File: src/rtl/reg_file_pkg.sv
// Shared types and default widths for the clocked register file.
package reg_file_pkg;

  typedef enum logic {
    IDLE  = 1'b0,
    CLEAR = 1'b1
  } state_e;

  localparam int unsigned DATA_W_DEF = 8;
  localparam int unsigned ADDR_W_DEF = 4;

endpackage

File: src/rtl/reg_file_if.sv
// Write/read/clear bus of the register file; master drives requests, slave returns data.
interface reg_file_if
  import reg_file_pkg::*;
#(
  parameter int unsigned DATA_W = DATA_W_DEF,
  parameter int unsigned ADDR_W = ADDR_W_DEF
);

  logic              wr_en;
  logic [ADDR_W-1:0] wr_addr;
  logic [DATA_W-1:0] wr_data;
  logic [ADDR_W-1:0] rd_addr_1;
  logic [ADDR_W-1:0] rd_addr_2;
  logic [DATA_W-1:0] rd_data_1;
  logic [DATA_W-1:0] rd_data_2;
  logic              clr_req;
  logic              busy;

  modport master (
    output wr_en, wr_addr, wr_data, rd_addr_1, rd_addr_2, clr_req,
    input  rd_data_1, rd_data_2, busy
  );

  modport slave (
    input  wr_en, wr_addr, wr_data, rd_addr_1, rd_addr_2, clr_req,
    output rd_data_1, rd_data_2, busy
  );

endinterface

File: src/rtl/reg_file_clr_seq.sv
// Clear sequencer: sweeps every address once after reset or an accepted clear request.
module reg_file_clr_seq
  import reg_file_pkg::*;
#(
  parameter int unsigned ADDR_W = ADDR_W_DEF
) (
  input  logic              clk_i,
  input  logic              rst_i,
  input  logic              clr_req_i,
  output logic              clr_we_o,
  output logic [ADDR_W-1:0] clr_addr_o,
  output logic              busy_o
);

  localparam logic [ADDR_W-1:0] LAST = '1;

  state_e            state_q, state_d;
  logic [ADDR_W-1:0] ptr_q, ptr_d;

  always_ff @(posedge clk_i or posedge rst_i) begin
    if (rst_i) begin
      state_q <= CLEAR;
      ptr_q   <= '0;
    end else begin
      state_q <= state_d;
      ptr_q   <= ptr_d;
    end
  end

  always_comb begin
    state_d = state_q;
    ptr_d   = ptr_q;
    unique case (state_q)
      CLEAR: begin
        // Pointer parks on the last address rather than wrapping.
        if (ptr_q == LAST) state_d = IDLE;
        else               ptr_d   = ptr_q + 1'b1;
      end
      IDLE: begin
        if (clr_req_i) begin
          state_d = CLEAR;
          ptr_d   = '0;
        end
      end
      default: state_d = CLEAR;
    endcase
  end

  assign clr_we_o   = (state_q == CLEAR);
  assign clr_addr_o = ptr_q;
  assign busy_o     = (state_q == CLEAR);

endmodule

File: src/rtl/reg_file.sv
// Register file with one write port, two registered read ports, optional bypass and hard-zero r0.
module reg_file
  import reg_file_pkg::*;
#(
  parameter int unsigned DATA_W  = DATA_W_DEF,
  parameter int unsigned ADDR_W  = ADDR_W_DEF,
  parameter bit          BYPASS  = 1'b1,
  parameter bit          ZERO_R0 = 1'b0
) (
  input logic       clk,
  input logic       rst,
  reg_file_if.slave bus
);

  localparam int unsigned DEPTH = 1 << ADDR_W;

  logic [DATA_W-1:0] regs_q [DEPTH];
  logic [DATA_W-1:0] rd1_q, rd1_d, rd2_q, rd2_d;
  logic              clr_we, busy, wr_ok;
  logic [ADDR_W-1:0] clr_addr;

  reg_file_clr_seq #(
    .ADDR_W (ADDR_W)
  ) u_clr_seq (
    .clk_i      (clk),
    .rst_i      (rst),
    .clr_req_i  (bus.clr_req),
    .clr_we_o   (clr_we),
    .clr_addr_o (clr_addr),
    .busy_o     (busy)
  );

  // A clear request in the same cycle wins over the write.
  assign wr_ok = !busy && bus.wr_en && !bus.clr_req &&
                 !(ZERO_R0 && (bus.wr_addr == '0));

  always_ff @(posedge clk) begin
    if (clr_we)     regs_q[clr_addr]    <= '0;
    else if (wr_ok) regs_q[bus.wr_addr] <= bus.wr_data;
  end

  always_comb begin
    rd1_d = regs_q[bus.rd_addr_1];
    if (BYPASS && wr_ok && (bus.wr_addr == bus.rd_addr_1)) rd1_d = bus.wr_data;
    if (ZERO_R0 && (bus.rd_addr_1 == '0))                  rd1_d = '0;
    if (busy)                                              rd1_d = '0;
  end

  always_comb begin
    rd2_d = regs_q[bus.rd_addr_2];
    if (BYPASS && wr_ok && (bus.wr_addr == bus.rd_addr_2)) rd2_d = bus.wr_data;
    if (ZERO_R0 && (bus.rd_addr_2 == '0))                  rd2_d = '0;
    if (busy)                                              rd2_d = '0;
  end

  always_ff @(posedge clk or posedge rst) begin
    if (rst) begin
      rd1_q <= '0;
      rd2_q <= '0;
    end else begin
      rd1_q <= rd1_d;
      rd2_q <= rd2_d;
    end
  end

  assign bus.rd_data_1 = rd1_q;
  assign bus.rd_data_2 = rd2_q;
  assign bus.busy      = busy;

endmodule

File: src/flat_wrapper.sv
// flat-port wrapper written by rule: the top's interface ports become plain ports
module reg_file_flat import reg_file_pkg::*;
#(
  parameter int unsigned DATA_W  = DATA_W_DEF,
  parameter int unsigned ADDR_W  = ADDR_W_DEF,
  parameter bit          BYPASS  = 1'b1,
  parameter bit          ZERO_R0 = 1'b0
)
  (clk, rst, bus_wr_en, bus_wr_addr, bus_wr_data, bus_rd_addr_1, bus_rd_addr_2, bus_clr_req, bus_rd_data_1, bus_rd_data_2, bus_busy);
  reg_file_if #(.DATA_W(DATA_W), .ADDR_W(ADDR_W)) bus_i ();
  input logic clk;
  input logic rst;
  input wire logic [$bits(bus_i.wr_en)-1:0] bus_wr_en;
  input wire logic [$bits(bus_i.wr_addr)-1:0] bus_wr_addr;
  input wire logic [$bits(bus_i.wr_data)-1:0] bus_wr_data;
  input wire logic [$bits(bus_i.rd_addr_1)-1:0] bus_rd_addr_1;
  input wire logic [$bits(bus_i.rd_addr_2)-1:0] bus_rd_addr_2;
  input wire logic [$bits(bus_i.clr_req)-1:0] bus_clr_req;
  output wire logic [$bits(bus_i.rd_data_1)-1:0] bus_rd_data_1;
  output wire logic [$bits(bus_i.rd_data_2)-1:0] bus_rd_data_2;
  output wire logic [$bits(bus_i.busy)-1:0] bus_busy;
  assign bus_i.wr_en = bus_wr_en;
  assign bus_i.wr_addr = bus_wr_addr;
  assign bus_i.wr_data = bus_wr_data;
  assign bus_i.rd_addr_1 = bus_rd_addr_1;
  assign bus_i.rd_addr_2 = bus_rd_addr_2;
  assign bus_i.clr_req = bus_clr_req;
  assign bus_rd_data_1 = bus_i.rd_data_1;
  assign bus_rd_data_2 = bus_i.rd_data_2;
  assign bus_busy = bus_i.busy;
  reg_file #(.DATA_W(DATA_W), .ADDR_W(ADDR_W), .BYPASS(BYPASS), .ZERO_R0(ZERO_R0)) u_core (.clk(clk), .rst(rst), .bus(bus_i));
endmodule
File: config.mk
export PLATFORM = sky130hd
export DESIGN_NAME = reg_file_flat
export DESIGN_NICKNAME = d
export VERILOG_FILES = /design/src/rtl/reg_file_pkg.sv /design/src/rtl/reg_file_if.sv /design/src/rtl/reg_file_clr_seq.sv /design/src/rtl/reg_file.sv /design/src/flat_wrapper.sv
export SDC_FILE = /design/constraint.sdc
export NUM_CORES = 1
export LEC_CHECK = 0
export ABC_AREA = 1
export BUFFER_PORTS_ARGS = -buffer_cell sky130_fd_sc_hd__buf_2
export CAP_MARGIN = 20
export CORE_UTILIZATION = 45
export CTS_BUF_LIST = sky130_fd_sc_hd__clkbuf_4 sky130_fd_sc_hd__clkbuf_8
export CTS_CLUSTER_SIZE = 28
export DETAILED_ROUTE_END_ITERATION = 16
export PLACE_DENSITY = 0.73
export SLEW_MARGIN = 40
export SYNTH_ARGS = -nofsm -noshare
export SYNTH_HDL_FRONTEND = slang
export SYNTH_SLANG_ARGS = --single-unit
File: constraint.sdc
create_clock -name clk -period 2.7 [get_ports clk]
set_input_delay 0 -clock clk [delete_from_list [all_inputs] [get_ports clk]]
set_output_delay 0 -clock clk [all_outputs]
set_load 0.005 [all_outputs]
==> impl_metrics.json, run 1 <==
{
  "outcome": "finished clean",
  "io_pins": 41,
  "cts_max_level": 4,
  "ys_types": 26,
  "ctsLongestPathBuffers": 2,
  "drv_slew": 0,
  "ys_dominant_reg_cell": "edfxtp_1",
  "grt_pass1_vias": 6316,
  "hold_viol_final": 0,
  "cp-start-kind": "flop",
  "tightest_slew_ns": 0.751,
  "ys_async_sr_fraction": 0.141,
  "synth_seq_cells": 149,
  "critPathMaxStageDelay_ns": 0.56,
  "dpl.hpwl_mm": 15.6,
  "max_freq_mhz": 458,
  "vias": 7095,
  "leakage_uw": 0.00442,
  "core_area_sq_um": 17400,
  "fillers": 1623,
  "fin_nets": 1081,
  "syn_nets": 1028,
  "die_w_um": 136,
  "tns_ns": 0,
  "cpMaxStageDelayCell": "dfstp_2",
  "whs_ns": 0.0408,
  "clock-sinks": 149,
  "grt_max_degree": 65,
  "die_area_sq_um": 18500,
  "worstPathMaxFanout": 19,
  "place_worst_setup_slack_ns": 0.539,
  "cts.reportedPaths.clkPinSlew_ns": 0.08,
  "crit_chain": "clkinv_4 > nand3_4 > nand2_1 > o21ai_0 > nand3_1 > nor2_1 > buf_4",
  "critPathCaptureType": "flop",
  "grt_antenna_before_repair": 0,
  "yosysSeqAreaShare": 0.540,
  "fin_crit_sh": 0.808,
  "die_h_um": 136,
  "multi_input_area_sq_um": 2760,
  "row_count": 48,
  "syn_inst": 1003,
  "grtUsageTotal": 0.263,
  "synth_area_per_cell_sq_um": 8.07,
  "final-setup-viol-count": 0,
  "hp-class": "input port to flop",
  "wire_per_inst_um": 18.2,
  "routed_wl_mm": 23.6,
  "rsz0062_at_grt": "false",
  "final_area_sq_um": 9070,
  "worstPathRequired_ns": 2.90,
  "numPortBuffers": 40,
  "ir_drop_mv": 0.394,
  "power.density_nw_per_um2": 713,
  "crit_type": "flop to flop",
  "routabilityCongestion": 0.977,
  "synthesis.area_sq_um": 8090,
  "max_slew_margin": 0.499,
  "final_cells": 1294,
  "drtIter0Drc": 1132,
  "diodes": 0,
  "ant_nets": 0,
  "fin_ws_ns": 0.519,
  "maxCapViolations": 0,
  "syn_to_final_growth_pct": 12.0,
  "postPlaceCellArea_sq_um": 8590,
  "layout-drive-gt1-share": 0.117,
  "viasPerCell": 5.48,
  "dp_cells": 1252,
  "period_needed_ns": 2.18,
  "cts_tree": "done",
  "firstDrtPassIters": 6,
  "cts_made_buffers": 17,
  "synth-edff-count": 128,
  "drc": 0,
  "cts-root-buf": "clkbuf_8",
  "seq_area_sq_um": 4370,
  "gr-total-overflow": 0,
  "skew_ns": 0.00884,
  "initial_core_util": 0.465,
  "worstPathArrival_ns": 2.38,
  "clock_latency_ns": 0.48,
  "yosys_warnings": 0,
  "grt_pass1_wl_mm": 35.7
}
kinds of logic (layout without fill, tap and decap cells):
group / Yosys count / count (layout) / share of synthesized area
compound gates: 15 / 15 / 0.0105
xor+xnor: 5 / 5 / 0.00541
fa+ha+maj: 1 / 1 / 0.00155
buf+inv: 234 / 300 / 0.120
flops: 149 / 149 / 0.540
simple gates: 599 / 599 / 0.323
cells in the mapped netlist, types with 3 or more instances:
| master | count | area, sq um |
|---|---|---|
| inv_1 | 177 | 664 |
| buf_6 | 5 | 56.3 |
| nand3_1 | 254 | 1270 |
| buf_2 | 34 | 170 |
| inv_2 | 3 | 11.3 |
| a21oi_1 | 3 | 15.0 |
| edfxtp_1 | 128 | 3840 |
| dfrtp_1 | 20 | 500 |
| nor2_2 | 4 | 25.0 |
| o21ai_0 | 6 | 30.0 |
| nand2_1 | 296 | 1110 |
| xnor2_1 | 3 | 26.3 |
| clkbuf_1 | 13 | 48.8 |
| nor2_1 | 41 | 154 |
state kept, by name, summed over array words and instances, names as in the netlist:
signal and cells:
u_core.bus.rd_data_1 8, u_core.u_clr_seq.clr_addr_o 4, u_core.bus.rd_data_2 8, u_core.regs_q 128, u_core.u_clr_seq.busy_o 1
cells in the final DEF (no fill, tap or decap), types with 2 or more instances in the layout:
master | Yosys | layout
dfrtp_1 | 20 | 20
clkbuf_8 | 0 | 17
xor2_1 | 2 | 2
o22ai_1 | 2 | 2
inv_1 | 177 | 175
clkinvlp_4 | 0 | 4
clkinv_4 | 1 | 6
inv_2 | 3 | 5
buf_2 | 34 | 40
dlygate4sd3_1 | 0 | 10
xnor2_1 | 3 | 3
nand2_1 | 296 | 296
a21oi_1 | 3 | 3
o21ai_0 | 6 | 6
edfxtp_1 | 128 | 128
nand3_1 | 254 | 254
nor2_1 | 41 | 41
buf_4 | 1 | 35
buf_12 | 0 | 2
o21ai_1 | 2 | 2
inv_6 | 0 | 2
nor2_2 | 4 | 4
nand3_4 | 2 | 2
critical path: cells and delay by family (launching register included):
kind	cells	cell delay, ns
AOI/OAI and AO/OA	1	0.15
buffers and inverters	2	0.32
DFF	1	0.56
and+or+nand+nor	4	0.86
layer usage:
layer / global-route usage / up-vias / wire length (um)
met5: 0 / - / 0
met4: 0.117 / 0 / 735
met3: 0.0500 / 56 / 2830
met2: 0.387 / 505 / 10100
met1: 0.377 / 3230 / 9850
li1: - / 3304 / -
stage by stage:
step / power, uW / utilization
after floorplan: 4210 / -
after global placement: 4770 / 0.493
after global routing: 6770 / 0.521
after detailed placement: 4820 / 0.493
after CTS: 6450 / 0.521
final: 6460 / 0.521
what timing repair did:
item | 4_1_cts | 5_1_grt
hold buffers | 10 | 0
resized for setup | 0 | 0
hold endpoints to repair | 37 | 0
buffers inserted | 0 | 0
path summary, 6_finish.rpt:
check,start,endpoint,slack (ns),cells past startpoint
max,u_core.u_clr_seq.busy_o$_DFF_PP1_,u_core.regs_q[15][5]$_DFFE_PP_,0.52,7
min,bus_rd_addr_1[2],u_core.bus.rd_data_1[3]$_DFF_PP0_,0.04,5
max reg2reg,u_core.u_clr_seq.busy_o$_DFF_PP1_,u_core.regs_q[15][5]$_DFFE_PP_,0.52,7
min reg2reg,u_core.u_clr_seq.clr_addr_o[3]$_DFFE_PP0P_,u_core.u_clr_seq.clr_addr_o[3]$_DFFE_PP0P_,0.52,2
max in group asynchronous,rst,u_core.u_clr_seq.busy_o$_DFF_PP1_,2.29,3
min in group asynchronous,rst,u_core.bus.rd_data_1[7]$_DFF_PP0_,0.08,3
power breakdown:
group          internal, uW  total (uW)  switching, uW
sequential             2960        3090            132
clock                   742        1640            899
combinational           538        1730           1190
total                  4240        6460           2220
cell type report:
| cell class | count | area share |
|---|---|---|
| clock buffers | 18 | 0.0266 |
| clock inverters | 14 | 0.0144 |
| inverters | 181 | 0.0755 |
| multi-input cells | 620 | 0.304 |
| flip-flops and latches | 149 | 0.482 |
| well taps | 225 | 0.0311 |
| repair buffers | 87 | 0.0665 |
No activity file was read; power rests on OpenSTA's default activity.
==> inputs of run 2 (changes only) <==
--- a/config.mk
+++ b/config.mk
@@ -12,7 +12,7 @@
 export CTS_BUF_LIST = sky130_fd_sc_hd__clkbuf_4 sky130_fd_sc_hd__clkbuf_8
 export CTS_CLUSTER_SIZE = 28
 export DETAILED_ROUTE_END_ITERATION = 16
-export PLACE_DENSITY = 0.73
+export PLACE_DENSITY = 0.75
 export SLEW_MARGIN = 40
 export SYNTH_ARGS = -nofsm -noshare
 export SYNTH_HDL_FRONTEND = slang
==> constraint.sdc (replaced) <==
create_clock -name clk -period 1.8 [get_ports clk]
set_input_delay 0 -clock clk [delete_from_list [all_inputs] [get_ports clk]]
set_output_delay 0 -clock clk [all_outputs]
set_load 0.005 [all_outputs]
==> run 2 against run 1 <==
Clock power rose by 62%. Combinational power rose by 83%. Register-to-register slack got worse by 0.50 ns. Global-route usage rose by 0.25 points. Total power rose by 62%. Worst setup slack got worse by 0.50 ns. Critical path depth rose by 1. Hold slack improved by 0.0015 ns. Final area rose by 3.7%. Final cell count barely moved. Maximum frequency rose by 22%. Critical endpoint is now u_core.regs_q[3][6]$_DFFE_PP_. Sequential share of layout area fell by 1.7 points. Largest cell class unchanged.
==> impl_metrics.json, run 2 (same netlist as run 1, synthesis figures left out) <==
{
  "outcome": "finished clean",
  "die_area_sq_um": 18500,
  "fin_nets": 1080,
  "grt_pass1_vias": 6503,
  "row_count": 48,
  "dp_cells": 1248,
  "leakage_uw": 0.00447,
  "grt_antenna_before_repair": 0,
  "period_needed_ns": 1.78,
  "cp_top_family": "flip-flops",
  "drt-met1-wl_mm": 9.57,
  "cts.reportedPaths.clkPinSlew_ns": 0.08,
  "cts_max_level": 4,
  "final-setup-viol-count": 0,
  "clock_latency_ns": 0.48,
  "regMostFlops": "u_core.regs_q",
  "whs_ns": 0.0423,
  "drc": 0,
  "max_slew_margin": 0.495,
  "maxCapViolations": 0,
  "ant_nets": 0,
  "core_area_sq_um": 17400,
  "wire_per_inst_um": 18.2,
  "rsz0062_at_grt": "true",
  "diodes": 0,
  "skew_ns": 0.0186,
  "cpMaxStageDelayCell": "dfstp_2",
  "largest_reg_flops": 128,
  "ir_drop_mv": 0.677,
  "critPathCaptureType": "flop",
  "max_freq_mhz": 561,
  "viasPerCell": 5.49,
  "layout-drive-gt1-share": 0.146,
  "power.density_nw_per_um2": 1110,
  "routabilityCongestion": 1.01,
  "die_h_um": 136,
  "crit_chain": "clkinv_4 > nand3_4 > nand2_2 > o21ai_4 > buf_6 > nand2_4 > buf_8 > nor2_4",
  "final_area_sq_um": 9400,
  "highest_layer": "met4",
  "p_total_uw": 10500,
  "drv_slew": 0,
  "cts_made_buffers": 17,
  "fin_ws_ns": 0.0166,
  "gr-total-overflow": 0,
  "fillers": 1535,
  "io_pins": 41,
  "cts-root-buf": "clkbuf_8",
  "die_w_um": 136,
  "mostFrequentLayoutCell": "nand2_1",
  "final_cells": 1293,
  "tightest_slew_ns": 0.755,
  "critPathMaxStageDelay_ns": 0.56,
  "fin_crit_sh": 0.991,
  "postPlaceCellArea_sq_um": 8790,
  "ctsLongestPathBuffers": 2,
  "worstPathMaxFanout": 8,
  "numPortBuffers": 40,
  "path_buf_inv": 3,
  "grtUsageTotal": 0.266,
  "clock-sinks": 149,
  "wl_met3_mm": 2.75,
  "cts_tree": "done",
  "crit_type": "flop to flop",
  "grt_max_degree": 53,
  "wl_met2_mm": 10.5,
  "syn_to_final_growth_pct": 16.1,
  "firstDrtPassIters": 7,
  "layout_common_cells": "nand2_1 (290), nand3_1 (250), inv_1 (171)",
  "hold_viol_final": 0,
  "cp-start-kind": "flop",
  "drtIter0Drc": 1345,
  "vias": 7103,
  "worstPathRequired_ns": 1.96,
  "worstPathArrival_ns": 1.95,
  "grt_pass1_wl_mm": 36.1,
  "hp-class": "input port to flop",
  "place_worst_setup_slack_ns": -0.0765,
  "routed_wl_mm": 23.6,
  "dpl.hpwl_mm": 16.0,
  "initial_core_util": 0.465
}
[run 2: changes by cell type in the layout (fill, tap and decap cells not counted), moves of 5 or more]
cell / previous run / this run
nor2_1: 41 / 25
nor2_4: 0 / 16
buf_4: 35 / 27
nand3_4: 2 / 7
nand2_1: 296 / 290
nand2_4: 1 / 6
[run 2: timing repair]
item / CTS / global route
pin swaps: 7 / 12
hold endpoints to repair: 37 / 0
cloned: 1 / 0
setup endpoints to repair: 78 / 121
resized for setup: 5 / 11
setup buffers: 2 / 0
hold buffers: 10 / 0
[run 2: worst min-delay path, stage by stage]
cell and delay [ns]:
buf_2 0.17, nand3_1 0.11, nand3_1 0.10, nand2_1 0.07
inv_1 0.04
[run 2: layer usage]
metal	vias to the layer above	global-route usage
met3	70	0.0638
li1	3307	-
met4	0	0.109
met1	3234	0.364
met5	-	0
met2	492	0.403
[run 2: final timing paths]
kind                                                            start                                          to  slack [ns]  cells after the start
hold / removal                                       bus_rd_addr_1[2]           u_core.bus.rd_data_1[6]$_DFF_PP0_        0.04                      5
setup / recovery                    u_core.u_clr_seq.busy_o$_DFF_PP1_               u_core.regs_q[3][6]$_DFFE_PP_        0.02                      8
min in group asynchronous                                         rst           u_core.bus.rd_data_1[7]$_DFF_PP0_        0.08                      3
max in group asynchronous                                         rst           u_core.u_clr_seq.busy_o$_DFF_PP1_        1.35                      3
setup reg to reg                    u_core.u_clr_seq.busy_o$_DFF_PP1_               u_core.regs_q[3][6]$_DFFE_PP_        0.02                      8
hold reg to reg            u_core.u_clr_seq.clr_addr_o[3]$_DFFE_PP0P_  u_core.u_clr_seq.clr_addr_o[3]$_DFFE_PP0P_        0.53                      2
[run 2: cell type report]
| cell class | count | area [sq um] | area share |
|---|---|---|---|
| clock buffer | 19 | 249 | 0.0265 |
| clock inverter | 13 | 148 | 0.0157 |
| inverter | 181 | 684 | 0.0728 |
| multi-input combinational | 621 | 3020 | 0.321 |
| sequential | 149 | 4370 | 0.465 |
| tap | 225 | 282 | 0.0300 |
| timing repair buffer | 85 | 649 | 0.0691 |
[run 2: power by group]
group | leakage [uW] | switching [uW] | internal, uW
Combinational | 0.00279 | 2200 | 960
Sequential | 0.00148 | 215 | 4440
Clock | 0.000192 | 1370 | 1280
[run 2: through the flow]
stage	utilization	TNS (ns)
final	0.540	0
after global routing	0.540	-0.938
after CTS	0.537	0
after detailed placement	0.505	-1.80
after global placement	0.505	-0.190
after floorplan	-	-2.71
==> inputs of run 3 (changes only) <==
==> constraint.sdc (replaced) <==
create_clock -name clk -period 1.6 [get_ports clk]
set_input_delay 0 -clock clk [delete_from_list [all_inputs] [get_ports clk]]
set_output_delay 0 -clock clk [all_outputs]
set_load 0.005 [all_outputs]
==> run 3 against run 2 <==
Clock-buffer cell count decreased by 1. Critical endpoint is now u_core.regs_q[5][0]$_DFFE_PP_. Utilization increased by 0.98 points. Largest cell class unchanged. Sequential power increased by 13%. The run now ends with negative setup slack left. Largest power group unchanged. Maximum frequency decreased by 0.28%. Hold slack improved by 0.052 ns. Die area unchanged.
==> impl_metrics.json, run 3 (same netlist as run 1, synthesis figures left out) <==
{
  "die_area_sq_um": 18500,
  "syn_to_final_growth_pct": 18.2,
  "crit_type": "flop to flop",
  "largest_reg_flops": 128,
  "postPlaceCellArea_sq_um": 8990,
  "tns_ns": -21.28,
  "critPathMaxStageDelay_ns": 0.61,
  "period_needed_ns": 1.79,
  "crit_chain": "clkinv_8 > nand3_4 > nand2_2 > o21ai_4 > nand2_4 > nor2_4",
  "leakage_uw": 0.00453,
  "vias": 7060,
  "cts_made_buffers": 17,
  "grt_pass1_wl_mm": 35.9,
  "worstPathArrival_ns": 1.94,
  "mostFrequentLayoutCell": "nand2_1",
  "final-setup-viol-count": 138,
  "ctsLongestPathBuffers": 2,
  "grtUsageTotal": 0.266,
  "row_count": 48,
  "cts-root-buf": "clkbuf_8",
  "drtIter0Drc": 1232,
  "cts.reportedPaths.clkPinSlew_ns": 0.09,
  "firstDrtPassIters": 6,
  "io_pins": 41,
  "fin_nets": 1092,
  "initial_core_util": 0.465,
  "fin_crit_sh": 1.12,
  "regMostFlops": "u_core.regs_q",
  "max_slew_margin": 0.514,
  "cp-start-kind": "flop",
  "routed_wl_mm": 23.2,
  "grt_pass1_vias": 6542,
  "whs_ns": 0.0940,
  "gr-total-overflow": 0,
  "place_worst_setup_slack_ns": -0.265,
  "path_buf_inv": 1,
  "wire_per_inst_um": 17.7,
  "hp-class": "input port to async pin",
  "violations": "negative setup slack",
  "grt_max_degree": 56,
  "max_freq_mhz": 559,
  "dp_cells": 1260,
  "cts_max_level": 4,
  "power.density_nw_per_um2": 1220,
  "fin_ws_ns": -0.188,
  "diodes": 0,
  "grt_antenna_before_repair": 0,
  "die_w_um": 136,
  "final_area_sq_um": 9570,
  "tightest_slew_ns": 0.725,
  "numPortBuffers": 40,
  "layout-drive-gt1-share": 0.163,
  "final_cells": 1305,
  "hold_viol_final": 0,
  "layout_common_cells": "nand2_1 (287), nand3_1 (250), inv_1 (171)",
  "ant_nets": 0,
  "core_area_sq_um": 17400,
  "cts_tree": "done",
  "routabilityCongestion": 1.02,
  "viasPerCell": 5.41,
  "critPathCaptureType": "flop",
  "cp_top_family": "simple AND/OR/NAND/NOR gates",
  "drc": 0,
  "clock-sinks": 149,
  "die_h_um": 136,
  "worstPathMaxFanout": 8,
  "worstPathRequired_ns": 1.75,
  "outcome": "finished with violations",
  "rsz0062_at_grt": "true",
  "skew_ns": 0.0105,
  "dpl.hpwl_mm": 16.2,
  "clock_latency_ns": 0.47,
  "maxCapViolations": 0,
  "drv_slew": 0,
  "ir_drop_mv": 0.823,
  "cpMaxStageDelayCell": "dfstp_2"
}
-- run 3: cell count changes in the layout (fill, tap and decap cells not counted), sizes merged --
| cell | delta |
|---|---|
| nand3 | +1 |
| inv | +1 |
| clkinv | +2 |
| buf | +11 |
| clkbuf | -1 |
| clkinvlp | -1 |
| bufinv | -1 |
-- run 3: stage by stage --
step	power [uW]	util
after floorplan	7680	-
after global placement	8670	0.516
after detailed placement	8760	0.516
after CTS	11600	0.548
after global routing	12300	0.549
final	11700	0.549
-- run 3: final timing paths --
check	depth (start not counted)	endpoint	slack, ns	from
max	6	u_core.regs_q[5][0]$_DFFE_PP_	-0.19	u_core.u_clr_seq.busy_o$_DFF_PP1_
max in group asynchronous	3	u_core.u_clr_seq.clr_addr_o[1]$_DFFE_PP0P_	1.12	rst
max reg2reg	6	u_core.regs_q[5][0]$_DFFE_PP_	-0.19	u_core.u_clr_seq.busy_o$_DFF_PP1_
min in group clk	5	u_core.bus.rd_data_1[4]$_DFF_PP0_	0.09	bus_rd_addr_1[2]
min reg2reg	2	u_core.u_clr_seq.clr_addr_o[3]$_DFFE_PP0P_	0.55	u_core.u_clr_seq.clr_addr_o[3]$_DFFE_PP0P_
min	3	u_core.bus.rd_data_2[1]$_DFF_PP0_	0.09	rst
-- run 3: routing by layer --
| metal | global-route usage | up-vias | wire (um) |
|---|---|---|---|
| li1 | - | 3339 | - |
| met2 | 0.387 | 477 | 10100 |
| met4 | 0.152 | 0 | 994 |
| met1 | 0.352 | 3170 | 9250 |
| met5 | 0 | - | 0 |
| met3 | 0.0776 | 74 | 2800 |
-- run 3: repair_timing --
action                                  4_1_cts  5_1_grt
pin swaps                                    23        5
endpoints found under the setup margin      146      176
gates cloned                                  2        0
gates resized for setup                      13        8
hold buffers                                 10        0
setup buffers                                 1        0
hold endpoints to repair                     36        0
-- run 3: cell type report --
type,count,area [sq um]
Clock buffer,18,241
Clock inverter,14,125
Fill cell,1538,7850
Inverter,181,694
Multi-Input combinational cell,622,3080
Sequential cell,149,4370
Tap cell,225,282
Timing Repair Buffer,96,771
-- run 3: worst register-to-register path: stages (launching register included) --
cell and delay, ns:
dfstp_2 0.61, clkinv_8 0.08, nand3_4 0.13, nand2_2 0.10
o21ai_4 0.11, nand2_4 0.17, nor2_4 0.27
-- run 3: power by group --
group	leakage [uW]	internal [uW]	switching (uW)	total [uW]
Clock	0.000185	1260	1490	2750
Sequential	0.00148	5000	252	5250
Combinational	0.00286	1160	2530	3690
